===== src/rtl/scr_arb_if.sv =====
// Bundles the CPU, DMA and SCRATCH_RAM signals around scr_arbiter.
// slave is the arbiter's view; master is the surrounding pipeline/DMA/RAM side.
interface scr_arb_if #(
  parameter int ADDR_W = 8,
  parameter int DATA_W = 10
);
  logic              cpu_req;
  logic              cpu_we;
  logic [ADDR_W-1:0] cpu_addr;
  logic [DATA_W-1:0] cpu_wdata;
  logic [DATA_W-1:0] cpu_rdata;
  logic              cpu_stall;

  logic              dma_req;
  logic              dma_we;
  logic [ADDR_W-1:0] dma_addr;
  logic [DATA_W-1:0] dma_wdata;
  logic              dma_gnt;
  logic [DATA_W-1:0] dma_rdata;
  logic              dma_rvalid;

  logic              ram_we;
  logic [ADDR_W-1:0] ram_addr;
  logic [DATA_W-1:0] ram_wdata;
  logic [DATA_W-1:0] ram_rdata;

  modport slave (
    input  cpu_req, cpu_we, cpu_addr, cpu_wdata,
    output cpu_rdata, cpu_stall,
    input  dma_req, dma_we, dma_addr, dma_wdata,
    output dma_gnt, dma_rdata, dma_rvalid,
    output ram_we, ram_addr, ram_wdata,
    input  ram_rdata
  );

  modport master (
    output cpu_req, cpu_we, cpu_addr, cpu_wdata,
    input  cpu_rdata, cpu_stall,
    output dma_req, dma_we, dma_addr, dma_wdata,
    input  dma_gnt, dma_rdata, dma_rvalid,
    input  ram_we, ram_addr, ram_wdata,
    output ram_rdata
  );
endinterface


===== src/rtl/scr_arbiter.sv =====
// Fixed-priority CPU/DMA arbiter for the single-port scratch RAM with starvation-forced DMA grants.
// Optional macro SCR_ARB_STATS_EN adds a saturating stall_cnt output.
module scr_arbiter #(
  parameter int ADDR_W   = 8,
  parameter int DATA_W   = 10,
  parameter int MAX_WAIT = 4
) (
  input logic      clk,
  input logic      rst,
  scr_arb_if.slave bus
`ifdef SCR_ARB_STATS_EN
  ,
  output logic [15:0] stall_cnt
`endif
);

  localparam int CNT_W = (MAX_WAIT < 1) ? 1 : $clog2(MAX_WAIT + 1);
  localparam logic [CNT_W-1:0] WAIT_MAX = CNT_W'(MAX_WAIT);

  typedef enum logic {
    NORMAL  = 1'b0,
    HOLDOFF = 1'b1
  } state_t;

  state_t            fsm;
  logic [CNT_W-1:0]  wait_cnt;
  logic [DATA_W-1:0] rdata_q;
  logic              rvalid_q;

  logic              gnt;
  logic              stall;
  logic              forced_ok;
  logic [ADDR_W-1:0] addr_mux;
  logic [DATA_W-1:0] wdata_mux;
  logic              we_mux;

  // While held in reset nothing is granted and the RAM is parked on the CPU.
  assign forced_ok = (wait_cnt == WAIT_MAX) && (fsm == NORMAL);

  always_comb begin
    gnt = 1'b0;
    if (rst) begin
      gnt = bus.dma_req & (~bus.cpu_req | forced_ok);
    end
  end

  assign stall = bus.cpu_req & gnt;

  always_comb begin
    addr_mux  = bus.cpu_addr;
    wdata_mux = bus.cpu_wdata;
    we_mux    = rst & bus.cpu_req & bus.cpu_we;
    if (gnt) begin
      addr_mux  = bus.dma_addr;
      wdata_mux = bus.dma_wdata;
      we_mux    = bus.dma_we;
    end
  end

  assign bus.ram_addr   = addr_mux;
  assign bus.ram_wdata  = wdata_mux;
  assign bus.ram_we     = we_mux;
  assign bus.cpu_rdata  = bus.ram_rdata;
  assign bus.cpu_stall  = stall;
  assign bus.dma_gnt    = gnt;
  assign bus.dma_rdata  = rdata_q;
  assign bus.dma_rvalid = rvalid_q;

  // HOLDOFF lasts exactly one cycle so a forced grant can never repeat back to back.
  always_ff @(posedge clk) begin
    if (!rst) begin
      fsm      <= NORMAL;
      wait_cnt <= '0;
      rdata_q  <= '0;
      rvalid_q <= 1'b0;
    end else begin
      rvalid_q <= gnt & ~bus.dma_we;
      if (gnt && !bus.dma_we) begin
        rdata_q <= bus.ram_rdata;
      end

      if (gnt || !bus.dma_req) begin
        wait_cnt <= '0;
      end else if (wait_cnt != WAIT_MAX) begin
        wait_cnt <= wait_cnt + 1'b1;
      end

      case (fsm)
        NORMAL:  if (stall) fsm <= HOLDOFF;
        HOLDOFF: fsm <= NORMAL;
        default: fsm <= NORMAL;
      endcase
    end
  end

`ifdef SCR_ARB_STATS_EN
  logic [15:0] stall_q;

  always_ff @(posedge clk) begin
    if (!rst) begin
      stall_q <= '0;
    end else if (stall && (stall_q != 16'hFFFF)) begin
      stall_q <= stall_q + 16'd1;
    end
  end

  assign stall_cnt = stall_q;
`endif

endmodule


===== src/flat_wrapper.sv =====
// flat-port wrapper written by rule: the top's interface ports become plain ports
module scr_arbiter_flat 
#(
  parameter int ADDR_W   = 8,
  parameter int DATA_W   = 10,
  parameter int MAX_WAIT = 4
)
  (clk, rst, bus_cpu_req, bus_cpu_we, bus_cpu_addr, bus_cpu_wdata, bus_cpu_rdata, bus_cpu_stall, bus_dma_req, bus_dma_we, bus_dma_addr, bus_dma_wdata, bus_dma_gnt, bus_dma_rdata, bus_dma_rvalid, bus_ram_we, bus_ram_addr, bus_ram_wdata, bus_ram_rdata);
  scr_arb_if #(.ADDR_W(ADDR_W), .DATA_W(DATA_W)) bus_i ();
  input logic clk;
  input logic rst;
  input wire logic [$bits(bus_i.cpu_req)-1:0] bus_cpu_req;
  input wire logic [$bits(bus_i.cpu_we)-1:0] bus_cpu_we;
  input wire logic [$bits(bus_i.cpu_addr)-1:0] bus_cpu_addr;
  input wire logic [$bits(bus_i.cpu_wdata)-1:0] bus_cpu_wdata;
  output wire logic [$bits(bus_i.cpu_rdata)-1:0] bus_cpu_rdata;
  output wire logic [$bits(bus_i.cpu_stall)-1:0] bus_cpu_stall;
  input wire logic [$bits(bus_i.dma_req)-1:0] bus_dma_req;
  input wire logic [$bits(bus_i.dma_we)-1:0] bus_dma_we;
  input wire logic [$bits(bus_i.dma_addr)-1:0] bus_dma_addr;
  input wire logic [$bits(bus_i.dma_wdata)-1:0] bus_dma_wdata;
  output wire logic [$bits(bus_i.dma_gnt)-1:0] bus_dma_gnt;
  output wire logic [$bits(bus_i.dma_rdata)-1:0] bus_dma_rdata;
  output wire logic [$bits(bus_i.dma_rvalid)-1:0] bus_dma_rvalid;
  output wire logic [$bits(bus_i.ram_we)-1:0] bus_ram_we;
  output wire logic [$bits(bus_i.ram_addr)-1:0] bus_ram_addr;
  output wire logic [$bits(bus_i.ram_wdata)-1:0] bus_ram_wdata;
  input wire logic [$bits(bus_i.ram_rdata)-1:0] bus_ram_rdata;
  assign bus_i.cpu_req = bus_cpu_req;
  assign bus_i.cpu_we = bus_cpu_we;
  assign bus_i.cpu_addr = bus_cpu_addr;
  assign bus_i.cpu_wdata = bus_cpu_wdata;
  assign bus_cpu_rdata = bus_i.cpu_rdata;
  assign bus_cpu_stall = bus_i.cpu_stall;
  assign bus_i.dma_req = bus_dma_req;
  assign bus_i.dma_we = bus_dma_we;
  assign bus_i.dma_addr = bus_dma_addr;
  assign bus_i.dma_wdata = bus_dma_wdata;
  assign bus_dma_gnt = bus_i.dma_gnt;
  assign bus_dma_rdata = bus_i.dma_rdata;
  assign bus_dma_rvalid = bus_i.dma_rvalid;
  assign bus_ram_we = bus_i.ram_we;
  assign bus_ram_addr = bus_i.ram_addr;
  assign bus_ram_wdata = bus_i.ram_wdata;
  assign bus_i.ram_rdata = bus_ram_rdata;
  scr_arbiter #(.ADDR_W(ADDR_W), .DATA_W(DATA_W), .MAX_WAIT(MAX_WAIT)) u_core (.clk(clk), .rst(rst), .bus(bus_i));
endmodule

===== config.mk =====
export PLATFORM = sky130hd
export DESIGN_NAME = scr_arbiter_flat
export DESIGN_NICKNAME = d
export VERILOG_FILES = /design/src/rtl/scr_arb_if.sv /design/src/rtl/scr_arbiter.sv /design/src/flat_wrapper.sv
export SDC_FILE = /design/constraint.sdc
export NUM_CORES = 1
export LEC_CHECK = 0
export BUFFER_PORTS_ARGS = -buffer_cell sky130_fd_sc_hd__buf_2
export CAP_MARGIN = 20
export CELL_PAD_IN_SITES_DETAIL_PLACEMENT = 0
export CELL_PAD_IN_SITES_GLOBAL_PLACEMENT = 1
export CORE_MARGIN = 1.5
export CORE_UTILIZATION = 26
export CTS_BUF_LIST = sky130_fd_sc_hd__clkbuf_8
export DETAILED_ROUTE_END_ITERATION = 6
export PLACE_DENSITY_LB_ADDON = 0.1
export REMOVE_ABC_BUFFERS = 1
export SLEW_MARGIN = 10
export SYNTH_ARGS = -nofsm -noshare
export SYNTH_HDL_FRONTEND = slang
export SYNTH_SLANG_ARGS = --single-unit

===== constraint.sdc =====
create_clock -name clk -period 3.09 [get_ports clk]
set_input_delay 0.927 -clock clk [delete_from_list [all_inputs] [get_ports clk]]
set_output_delay 0.927 -clock clk [all_outputs]
set_load 0.01 [all_outputs]

==> run_results.csv <==
group,metric,value,unit
power,power_density,334,nW/um^2
clock_network,clockBufferDepth,2,
timing,rsz0062_at_grt,"false",
timing,finalHoldViolCount,0,
routing,highest_layer,"met3",
routing,vias_per_cell,4.16,
clock_network,clkTransAtPathRegs,0.06,ns
timing,setup_viol_count_final,0,
clock_network,cts.repair.resized,0,
global_routing,grt_pass1_vias,936,
logic_synthesis,synth-async-reset-ratio,0,
critical_path,reg2reg_depth,5,
critical_path,rrSetupSlack,1.49,ns
logic_synthesis,synth_cell_types,21,
routing,drc,0,
global_routing,grt_pass1_wl,3910,um
logic_synthesis,syn_inst,101,
clock_network,cts_tree,"yes",
global_routing,grt-ovfl-total,0,
routing,drtIter0Drc,12,
final_layout,antenna_cells,0,
final_layout,fin_nets,241,
timing,slew_headroom,0.624,
final_layout,filler_cell_count,368,
die,fp.dieW,63.0,um
timing,setup_slack,0.232,ns
clock_network,post_cts_buffers,0,
final_layout,area_growth,52.5,%
critical_path,reg2reg_to,"u_core.bus.dma_rdata[5]",
die,die_height,63.0,um
timing,timing.fmax,350,MHz
global_routing,antenna_found_initial,0,
flow_run,maxCapViolations,0,
placed_design,dp_worst_setup_slack,0.224,ns
logic_synthesis,yosys-top-cells-count,"mux2_2 (18), dfxtp_1 (15), nand2_1 (14)",
logic_synthesis,synth_flop_cell,"dfxtp_1",
logic_synthesis,synth_top_area_frac,0.321,
final_layout,stdcell_area,1430,um^2
die,ios,94,
critical_path,required,2.16,ns
timing,fin_skew,0.00119,ns
timing,period_share,0.925,
logic_synthesis,synth_most_common_cell,"mux2_2",
critical_path,crit_path_max_fanout,22,
clock_network,ctsRootBufferMaster,"clkbuf_8",
die,die-area,3960,um^2
routing,vias,965,
clock_network,cts_buffers,3,
routing,dr.pass1.iters,2,
critical_path,r2r_start,"u_core.wait_cnt[0]",
logic_synthesis,yosys_warnings,0,
die,start_util,0.276,
logic_synthesis,synth_area_leaders,"dfxtp_1 (32%), mux2_2 (22%), mux2i_1 (11%)",
critical_path,startpoint_type,"primary input",
final_layout,post-route-util,0.420,
status,status,"finished clean",
die,core_area,3390,um^2
routing,wl_met1,949,um
logic_synthesis,synthesis.area,935,um^2
timing,post-route-min-period,2.86,ns
placed_design,dp_hpwl,2080,um
critical_path,crit_arrival,1.93,ns
final_layout,drive_gt1_frac,0.634,
power,leakage,0.000835,uW
worst_hold_path,hold_start,"u_core.bus.dma_rdata[6]",
critical_path,cp-end-kind,"output pin",
routing,postRouteAntennaNets,0,
routing,wl_met3,181,um
global_routing,track_usage,0.122,
logic_synthesis,yosysSeqAreaShare,0.321,
placed_design,gp_congestion,0.683,
worst_hold_path,hold_end,"u_core.bus.dma_rdata[6]",
worst_hold_path,hp-class,"flop to flop",
routing,routed-wl-met2,1320,um
timing,worstMarginPinSlew,0.564,ns
clock_network,cts.sinks,15,
final_layout,seqCellArea,300,um^2
timing,tns,0,ns
routing,wirelength,2450,um
worst_hold_path,min_path_cells,2,
logic_synthesis,yosys.area.top_type,"dfxtp_1",
timing,slew_viol_final,0,
global_routing,grt_max_degree,23,
critical_path,criticalPathCategory,"primary input to output pin",
logic_synthesis,avgSynthCellArea,9.25,um^2
logic_synthesis,synth-edff-count,0,
routing,wl_per_cell,10.6,um
power,vdd_ir_drop_max,0.197,mV
clock_network,cts_htree_levels,1,
placed_design,dpl_cell_area,1380,um^2
clock_network,clk_latency,0.24,ns
logic_synthesis,synth-seq-cells,15,
final_layout,multi_input_area,480,um^2
clock_network,ctsHoldBuffers,0,
placed_design,portBuffers,93,
die,num_rows,21,
## worst max-delay path, cell delays in order
cell and delay, ns:
buf_2 0.10, nand2_1 0.07, a21oi_2 0.15, buf_12 0.18, mux2_2 0.35, buf_2 0.14
## layout by cell type, fill, tap and decap left out
master / n
dfxtp_1: 15
ha_1: 2
mux2_1: 1
nand3b_2: 1
mux2i_1: 10
clkbuf_8: 3
buf_2: 93
nand4_1: 1
nor3_1: 1
buf_12: 1
nand3_1: 1
a21oi_1: 1
inv_1: 14
nand2_1: 14
and2_1: 2
a21oi_2: 1
buf_4: 1
mux2_2: 18
a211o_1: 1
nor2_1: 3
and3_1: 1
xnor2_1: 1
## metrics by stage
step | hold WS, ns | power (uW) | instances
5_1_grt | 0.487 | 505 | 232
6_report | 0.459 | 476 | 232
3_5_place_dp | 0.455 | 330 | 228
2_1_floorplan | 0.460 | 255 | 87
3_3_place_gp | 0.443 | 329 | 228
4_1_cts | 0.464 | 485 | 232
## power breakdown
part	switching, uW	internal [uW]	total, uW
Combinational	54.1	67.2	121
Clock	64.2	87.7	152
Sequential	2.90	200	203
Total	121	355	476
## worst max-delay path by stage
stage / startpoint / end / slack (ns) / cells after the start
finish: rst / bus_ram_wdata[9] / 0.23 / 6
global placement: rst / bus_ram_we / 0.24 / 6
detailed placement: rst / bus_ram_wdata[9] / 0.22 / 6
CTS: rst / bus_ram_wdata[9] / 0.22 / 6
floorplan: rst / bus_ram_addr[0] / 0.07 / 3
global route: rst / bus_ram_wdata[5] / 0.17 / 6
## final cells by class
class	instances	share of cell area
clock buffers	3	0.0290
clock inverters	1	0.00263
inverters	13	0.0342
multi-input cells	59	0.337
flip-flops and latches	15	0.211
well taps	46	0.0404
repair buffers	95	0.346
## kinds of logic (layout without fill, tap and decap cells)
logic type	Yosys count	after routing	share of synthesized area
xor+xnor	1	1	0.00937
mux	29	29	0.336
compound gates	3	3	0.0241
buf+inv	27	112	0.165
simple gates	24	24	0.118
flops	15	15	0.321
fa+ha+maj	2	2	0.0268
## sequential cells by signal, indices dropped and copies added, names as in the netlist
signal / flops
u_core.bus.dma_rvalid: 1
u_core.bus.dma_rdata: 10
u_core.fsm: 1
u_core.wait_cnt: 3
## layer usage
layer,vias to the layer above,track usage
met2,32,0.238
met3,0,0.0432
li1,489,-
met1,444,0.124
met4,0,0.0167
met5,-,0
Note: power is estimated with default switching activity, not from simulation.
